[config.mk]
export PLATFORM = sky130hd
export DESIGN_NAME = mem_bus_arb
export DESIGN_NICKNAME = d
export VERILOG_FILES = /design/src/rtl/mem_bus_arb.sv
export SDC_FILE = /design/constraint.sdc
export NUM_CORES = 1
export LEC_CHECK = 0
export CORE_MARGIN = 3
export CORE_UTILIZATION = 30
export CTS_CLUSTER_DIAMETER = 60
export DETAILED_ROUTE_END_ITERATION = 8
export PLACE_DENSITY = 0.62
export SLEW_MARGIN = 20
export SYNTH_ARGS = -nofsm -noshare
export SYNTH_HDL_FRONTEND = slang
export SYNTH_SLANG_ARGS = --single-unit
[constraint.sdc]
create_clock -name clk -period 4.9 [get_ports clk]
set_input_delay 0.98 -clock clk [delete_from_list [all_inputs] [get_ports clk]]
set_output_delay 0.98 -clock clk [all_outputs]
set_load 0.01 [all_outputs]
[src/rtl/mem_bus_arb.sv]
// mem_bus_arb: shares one mem_space port between instruction fetch (IF),
// CPU data (DA) and DMA (DM). Each access runs IDLE -> ADDR -> [DATA] -> IDLE;
// writes ack in ADDR, reads ack in DATA with registered rdata.
// Optional build macro MEM_ARB_RR_EN: DA and DM share round-robin instead of
// fixed DM > DA priority. The IF starvation override applies in both builds.
module mem_bus_arb #(
   parameter int SIZE       = 16,
   parameter int STARVE_MAX = 4,
   parameter int CNT_W      = 3
) (
   input  logic            clk,
   input  logic            rst,
   input  logic            IF_req,
   input  logic [SIZE-1:0] IF_addr,
   input  logic            DA_req,
   input  logic [SIZE-1:0] DA_addr,
   input  logic [SIZE-1:0] DA_wdata,
   input  logic            DA_we,
   input  logic            DA_bw,
   input  logic            DM_req,
   input  logic [SIZE-1:0] DM_addr,
   input  logic [SIZE-1:0] DM_wdata,
   input  logic            DM_we,
   input  logic            DM_bw,
   output logic            IF_gnt,
   output logic            DA_gnt,
   output logic            DM_gnt,
   output logic            IF_ack,
   output logic            DA_ack,
   output logic            DM_ack,
   output logic [SIZE-1:0] rdata,
   output logic [SIZE-1:0] MAB_in,
   output logic [SIZE-1:0] MDB_in,
   output logic            MW,
   output logic            BW,
   input  logic [SIZE-1:0] MDB_out
);

   localparam logic [1:0] ST_IDLE = 2'd0;
   localparam logic [1:0] ST_ADDR = 2'd1;
   localparam logic [1:0] ST_DATA = 2'd2;

   localparam logic [1:0] ID_IF = 2'd0;
   localparam logic [1:0] ID_DA = 2'd1;
   localparam logic [1:0] ID_DM = 2'd2;

   localparam logic [CNT_W-1:0] STARVE_LIM = CNT_W'(STARVE_MAX);

   // Starvation counter increment that sticks at the limit.
   function automatic logic [CNT_W-1:0] sat_inc(input logic [CNT_W-1:0] v);
      if (v >= STARVE_LIM) return STARVE_LIM;
      return v + 1'b1;
   endfunction

   logic [1:0]       state_q, state_d;
   logic [1:0]       owner_q, owner_d;
   logic             we_q, we_d;
   logic [SIZE-1:0]  mab_q, mab_d;
   logic [SIZE-1:0]  mdb_q, mdb_d;
   logic             bw_q, bw_d;
   logic [SIZE-1:0]  rdata_q, rdata_d;
   logic [CNT_W-1:0] starve_cnt_q, starve_cnt_d;

   logic             win_vld;
   logic [1:0]       win_id;
   logic [SIZE-1:0]  win_addr;
   logic [SIZE-1:0]  win_wdata;
   logic             win_we;
   logic             win_bw;

`ifdef MEM_ARB_RR_EN
   logic             last_dm_q, last_dm_d;
`endif

   // Pick the requester that would win if the arbiter is sampling this edge.
   always_comb begin
      win_vld = IF_req | DA_req | DM_req;
      win_id  = ID_IF;
      if (IF_req && (starve_cnt_q == STARVE_LIM))
         win_id = ID_IF;
`ifdef MEM_ARB_RR_EN
      else if (DA_req && DM_req)
         win_id = last_dm_q ? ID_DA : ID_DM;
`endif
      else if (DM_req)
         win_id = ID_DM;
      else if (DA_req)
         win_id = ID_DA;
      else
         win_id = ID_IF;
   end

   // Route the winner's address and write attributes; fetch is always a word read.
   always_comb begin
      win_addr  = IF_addr;
      win_wdata = '0;
      win_we    = 1'b0;
      win_bw    = 1'b0;
      case (win_id)
         ID_DA: begin
            win_addr  = DA_addr;
            win_wdata = DA_wdata;
            win_we    = DA_we;
            win_bw    = DA_bw;
         end
         ID_DM: begin
            win_addr  = DM_addr;
            win_wdata = DM_wdata;
            win_we    = DM_we;
            win_bw    = DM_bw;
         end
         default: begin
            win_addr  = IF_addr;
            win_wdata = '0;
            win_we    = 1'b0;
            win_bw    = 1'b0;
         end
      endcase
   end

   // Access sequencer: latch the winner in IDLE, drive the bus in ADDR, capture read data into DATA.
   always_comb begin
      state_d      = state_q;
      owner_d      = owner_q;
      we_d         = we_q;
      mab_d        = mab_q;
      mdb_d        = mdb_q;
      bw_d         = bw_q;
      rdata_d      = rdata_q;
      starve_cnt_d = starve_cnt_q;
      case (state_q)
         ST_IDLE: begin
            if (!IF_req || (win_id == ID_IF))
               starve_cnt_d = '0;
            else
               starve_cnt_d = sat_inc(starve_cnt_q);
            if (win_vld) begin
               state_d = ST_ADDR;
               owner_d = win_id;
               we_d    = win_we;
               mab_d   = win_addr;
               bw_d    = win_bw;
               if (win_we)
                  mdb_d = win_wdata;
            end
         end
         ST_ADDR: begin
            if (we_q) begin
               state_d = ST_IDLE;
            end else begin
               state_d = ST_DATA;
               rdata_d = MDB_out;
            end
         end
         ST_DATA: state_d = ST_IDLE;
         default: state_d = ST_IDLE;
      endcase
   end

   // Sequencer and bus-holding registers; reset aborts any access in flight.
   always_ff @(posedge clk or negedge rst) begin
      if (!rst) begin
         state_q      <= ST_IDLE;
         owner_q      <= ID_IF;
         we_q         <= 1'b0;
         mab_q        <= '0;
         mdb_q        <= '0;
         bw_q         <= 1'b0;
         rdata_q      <= '0;
         starve_cnt_q <= '0;
      end else begin
         state_q      <= state_d;
         owner_q      <= owner_d;
         we_q         <= we_d;
         mab_q        <= mab_d;
         mdb_q        <= mdb_d;
         bw_q         <= bw_d;
         rdata_q      <= rdata_d;
         starve_cnt_q <= starve_cnt_d;
      end
   end

`ifdef MEM_ARB_RR_EN
   // Remember which of DA/DM was served last so the other wins the next tie.
   always_comb begin
      last_dm_d = last_dm_q;
      if ((state_q == ST_IDLE) && win_vld) begin
         if (win_id == ID_DM)
            last_dm_d = 1'b1;
         else if (win_id == ID_DA)
            last_dm_d = 1'b0;
      end
   end

   // Round-robin history register.
   always_ff @(posedge clk or negedge rst) begin
      if (!rst)
         last_dm_q <= 1'b0;
      else
         last_dm_q <= last_dm_d;
   end
`endif

   logic busy;
   logic done;

   // Grants cover ADDR and DATA; a write completes in ADDR, a read in DATA.
   always_comb begin
      busy   = (state_q != ST_IDLE);
      done   = ((state_q == ST_ADDR) && we_q) || (state_q == ST_DATA);
      IF_gnt = busy && (owner_q == ID_IF);
      DA_gnt = busy && (owner_q == ID_DA);
      DM_gnt = busy && (owner_q == ID_DM);
      IF_ack = done && (owner_q == ID_IF);
      DA_ack = done && (owner_q == ID_DA);
      DM_ack = done && (owner_q == ID_DM);
      MW     = (state_q == ST_ADDR) && we_q;
   end

   assign MAB_in = mab_q;
   assign MDB_in = mdb_q;
   assign BW     = bw_q;
   assign rdata  = rdata_q;

endmodule

==> results.yml, run 1 <==
status:
  status: "completed"
sta:
  post-route-period-util_pct: 67.6
  hold_ws_ps: 505
  hold_viol_final: 0
  drv_slew: 0
  setup_violations: 0
  fmax_mhz: 302
  setup_tns_ps: 0
  worstMarginPinSlew_ps: 726
  finalClockSkew_ps: 9.38
  slew_headroom_pct: 51.6
  fin_crit_ps: 3310
  rsz0062_at_grt: "no"
routing:
  wl_met2_mm: 3.88
  drt_pass1_iterations: 4
  avgViaCountPerCell: 4.79
  wl_met1_mm: 3.05
  antenna_left: 0
  routed.top_layer: "met4"
  wl_met3_um: 680
  drc: 0
  drt_iter0_drc: 40
  vias: 2412
  wl_per_cell_um: 15.3
  drt_wl_total_mm: 7.71
floorplan:
  coreArea_mm2: 0.00881
  die_w_um: 102
  chipHeight_um: 102
  die-area_mm2: 0.0104
  row_count: 34
  pin_count: 161
  initial_core_util_pct: 31.3
synth:
  synth_ff_type: "dfrtp_1"
  syn_area_mm2: 0.00276
  synth_edf_count: 0
  syn_area_per_cell_um2: 12.0
  syn_inst: 230
  synth_warnings: 0
  synth_seq_cells: 57
  yosysUniqueCellTypes: 31
  synthArstFlopShare_pct: 100
  syn_nets: 340
  ys_seq_area_share_pct: 51.7
grt:
  grt_pass1_wl_mm: 12.2
  grt_max_degree: 58
  grt_pass1_vias: 2566
  grt-ovfl-total: 0
  grt_use_total_pct: 15.0
  antenna_found_initial: 0
worst_setup_path:
  cp_data_required_time_ps: 5110
  worst-endpoint-arrival_ps: 3530
  cp-end-kind: "register"
  start_kind: "primary input"
  crit_fanout: 34
  crit_type: "in -> reg"
final_layout:
  fill_cells: 805
  diodes: 0
  nets: 502
  multi_input_area_mm2: 0.00124
  seq_area_mm2: 0.00143
  finalNonFillerCells: 504
  drive_above_1_share_pct: 19.9
  syn_to_final_growth_pct: 69.1
power_and_ir_drop:
  p_leak_uw: 0.00194
  p_comb_share_pct: 48.0
  p_switching_uw: 744
  irDropWorstVdd_mv: 0.292
  p_int_uw: 1660
  pwr-share-seq_pct: 33.9
  p_total_uw: 2410
  switching_share_pct: 30.9
  powerDensity_mw_per_mm2: 516
  clkPwrFrac_pct: 18.1
placement:
  io_buffers: 160
  place_congestion: 0.751
  placed_cells: 488
  hpwlAfterDp_mm: 5.85
clock_network:
  htree_levels: 3
  root_buffer: "clkbuf_8"
  postCtsSetupBuffers: 0
  tritoncts: "done"
  cts_made_buffers: 9
  post_cts_resized: 0
  numClockSinks: 57
  insertion_delay_ps: 320
  cts.path.max_buffers: 2
  cts_hold_buf: 0
  path_clk_slew_ps: 70
worst_hold_path:
  hold_path.class: "reg -> reg"
flow_run:
  max_cap_viol_count: 0
==> routing by layer <==
metal / global-route usage (%) / vias up
met3: 5.26 / 10
met4: 5.15 / 0
met1: 17.0 / 1153
met5: 0 / -
li1: - / 1161
met2: 26.2 / 88
==> final cells by class <==
class | count | share of cell area (%)
inverter | 6 | 0.483
timing repair buffer | 166 | 35.3
sequential | 57 | 30.6
multi-input combinational | 152 | 26.6
clock buffer | 12 | 3.33
tap | 108 | 2.90
clock inverter | 3 | 0.859
==> flip-flops by register name (all words and copies together) (netlist names) <==
signal / flops
MAB_in: 16
MDB_in: 16
rdata: 16
starve_cnt_q: 3
owner_q: 2
state_q: 2
BW: 1
we_q: 1
==> through the flow <==
stage | area [µm²] | worst slack [ps] | util [%]
after floorplan | 2760 | 2100 | -
after global placement | 4460 | 1050 | 50.6
after detailed placement | 4460 | 991 | 50.6
after CTS | 4650 | 1350 | 52.8
after global routing | 4660 | 1450 | 53.0
final | 4660 | 1590 | 53.0
==> logic make-up after synthesis <==
family                   count (synthesis)  share of synthesized area, %
buffers and inverters                   21                          3.36
AO/OA/AOI/OAI                           61                          15.3
adder cells (fa/ha/maj)                  5                          2.27
AND/OR/NAND/NOR                         38                          7.76
flip-flops                              57                          51.7
multiplexers                            48                          19.6
==> final timing paths <==
path | from | endpoint | slack (ps) | cells past startpoint
max | IF_req | MDB_in[11] | 1590 | 8
min | MDB_in[6] | MDB_in[6] | 510 | 1
max reg2reg | starve_cnt_q[0] | MDB_in[11] | 2190 | 9
min reg2reg | MDB_in[6] | MDB_in[6] | 510 | 1
max in group asynchronous | rst | rdata[0] | 3620 | 2
min in group asynchronous | rst | MDB_in[3] | 790 | 2
==> synthesized netlist by cell type, types with 3 or more instances <==
| library cell | number | area share, % |
|---|---|---|
| a21oi_1 | 3 | 0.54 |
| nor2_1 | 4 | 0.54 |
| o21ai_0 | 20 | 3.6 |
| nand2b_1 | 4 | 0.91 |
| ha_1 | 5 | 2.3 |
| mux2_2 | 48 | 20 |
| nand2_1 | 18 | 2.4 |
| inv_1 | 5 | 0.68 |
| a22o_1 | 16 | 5.1 |
| a22oi_1 | 18 | 4.9 |
| dfrtp_1 | 57 | 52 |
| clkbuf_1 | 10 | 1.4 |
==> cell usage in the layout (no fill, tap or decap), types with 2 or more instances in the layout <==
master	count
a21oi_1	3
a22o_1	16
a22oi_1	18
buf_4	5
clkbuf_8	11
clkdlybuf4s50_1	159
clkinv_2	2
dfrtp_1	57
ha_1	5
inv_1	5
mux2_2	48
nand2_1	18
nand2b_1	4
nor2_1	4
nor3_1	2
nor3_2	2
o21ai_0	20
==> power groups by stage <==
| stage | logic (µW) | clock network, µW | registers [µW] |
|---|---|---|---|
| floorplan | 451 | 0 | 907 |
| global placement | 1160 | 0 | 815 |
| detailed placement | 1170 | 0 | 824 |
| CTS | 1180 | 455 | 818 |
| global route | 1250 | 476 | 848 |
| finish | 1160 | 436 | 815 |
==> worst max-delay path, cell delays in order <==
cell,delay [ps]
clkdlybuf4s50_1,530
nand3_1,110
and3b_1,210
ha_1,280
buf_4,230
nor4_4,600
buf_6,230
mux2_2,340
Note: power is estimated with default switching activity, not from simulation.
==> run 2: changes to the inputs <==
==> constraint.sdc (replaced) <==
create_clock -name clk -period 3.15 [get_ports clk]
set_input_delay 0.63 -clock clk [delete_from_list [all_inputs] [get_ports clk]]
set_output_delay 0.63 -clock clk [all_outputs]
set_load 0.01 [all_outputs]
==> run 2 against run 1 <==
  * Worst setup slack got worse by 960 ps
  * Global-route usage rose by 0.51 points
  * Cell area rose by 0.56%
==> results.yml, run 2 (synthesized netlist as in run 1, its figures left out) <==
status:
  status: "completed"
clock_network:
  root_buffer: "clkbuf_8"
  htree_levels: 3
  insertion_delay_ps: 320
  numClockSinks: 57
  postCtsSetupBuffers: 0
  path_clk_slew_ps: 70
  tritoncts: "done"
  post_cts_resized: 0
  cts_hold_buf: 0
  cts.path.max_buffers: 2
  cts_made_buffers: 9
sta:
  setup_slack_ps: 630
  setup_tns_ps: 0
  fmax_mhz: 397
  finalClockSkew_ps: 5.80
  drv_slew: 0
  rsz0062_at_grt: "no"
  fin_crit_ps: 2520
  slew_headroom_pct: 58.1
  worstMarginPinSlew_ps: 628
  setup_violations: 0
  post-route-period-util_pct: 80.0
  hold_viol_final: 0
  hold_ws_ps: 315
power_and_ir_drop:
  irDropWorstVdd_mv: 0.345
  p_leak_uw: 0.00195
  powerDensity_mw_per_mm2: 811
  clkPwrFrac_pct: 19.3
  p_switching_uw: 1170
  switching_share_pct: 30.9
  p_comb_share_pct: 47.3
  pwr-share-seq_pct: 33.4
  p_int_uw: 2630
routing:
  drt_iter0_drc: 54
  drt_pass1_iterations: 4
  avgViaCountPerCell: 4.80
  vias: 2436
  antenna_left: 0
  wl_per_cell_um: 15.4
  drt_wl_total_mm: 7.82
  drc: 0
final_layout:
  finalNonFillerCells: 507
  fill_cells: 801
  drive_above_1_share_pct: 20.6
  diodes: 0
  nets: 504
  syn_to_final_growth_pct: 70.1
  layout_commonest_cell: "clkdlybuf4s50_1"
  mostFrequentLayoutCells: "159 x clkdlybuf4s50_1, 57 x dfrtp_1, 48 x mux2_2, 20 x o21ai_0"
  stdcell_area_mm2: 0.00469
  multi_input_area_mm2: 0.00124
  seq_area_mm2: 0.00143
grt:
  grt_util_met3_pct: 4.85
  grt_max_degree: 34
  grt_util_met1_pct: 19.2
  grt_pass1_vias: 2522
  antenna_found_initial: 0
  top_usage_layer: "met2"
  grt_use_met2_pct: 25.4
  grt-ovfl-total: 0
  grt_use_total_pct: 15.5
  grt_pass1_wl_mm: 12.5
worst_setup_path:
  cp_data_required_time_ps: 3360
  ff2ff_path_depth: 8
  crit_type: "in -> reg"
  crit_fanout: 10
  cp-end-kind: "register"
  worst-endpoint-arrival_ps: 2730
  start_kind: "primary input"
placement:
  placed_cells: 491
  hpwlAfterDp_mm: 5.99
  postPlaceCellArea_mm2: 0.00448
  io_buffers: 160
  place_worst_setup_slack_ps: 302
  place_congestion: 0.730
floorplan:
  pin_count: 161
  coreArea_mm2: 0.00881
  initial_core_util_pct: 31.3
  die-area_mm2: 0.0104
  chipHeight_um: 102
  die_w_um: 102
  row_count: 34
flow_run:
  max_cap_viol_count: 0
worst_hold_path:
  hold_path.class: "in -> async"
## run 2: cell type report
class                   count  share of cell area [%]
multi-input cells         152                    26.4
clock inverters             6                    1.76
flip-flops and latches     57                    30.4
well taps                 108                    2.88
clock buffers              10                    2.72
inverters                   6                   0.480
repair buffers            168                    35.3
## run 2: metrics by stage
step	util (%)	power (µW)
2_1_floorplan	-	2110
3_3_place_gp	50.9	3080
3_5_place_dp	50.9	3120
4_1_cts	53.3	3880
5_1_grt	53.3	4060
6_report	53.3	3800
## run 2: routing by layer
metal / part of all wire, % / routed length [µm]
met1: 42 / 3290
met2: 49 / 3870
met3: 7.4 / 578
met4: 1.1 / 83
met5: 0 / 0
## run 2: power by group through the flow
stage	sequential [µW]	combinational, µW	clock, µW
2_1_floorplan	1410	701	0
3_3_place_gp	1270	1810	0
3_5_place_dp	1280	1830	0
5_1_grt	1320	1950	792
4_1_cts	1280	1840	758
6_report	1270	1800	734
## run 2: worst paths after layout
kind                            startpoint  slack (ps)         end
min                                    rst         310   MDB_in[5]
min reg2reg                      MAB_in[5]         500   MAB_in[5]
min in group clk                 MAB_in[5]         500   MAB_in[5]
max                                 IF_req         630  MDB_in[14]
max in group asynchronous              rst        2000   MDB_in[9]
max reg2reg                starve_cnt_q[0]         900  MDB_in[14]
## run 2: critical path, stage by stage
cell,delay [ps]
clkdlybuf4s50_1,550
nand3_1,110
and3b_1,220
ha_1,330
nor4_4,310
buf_4,240
mux2_2,350
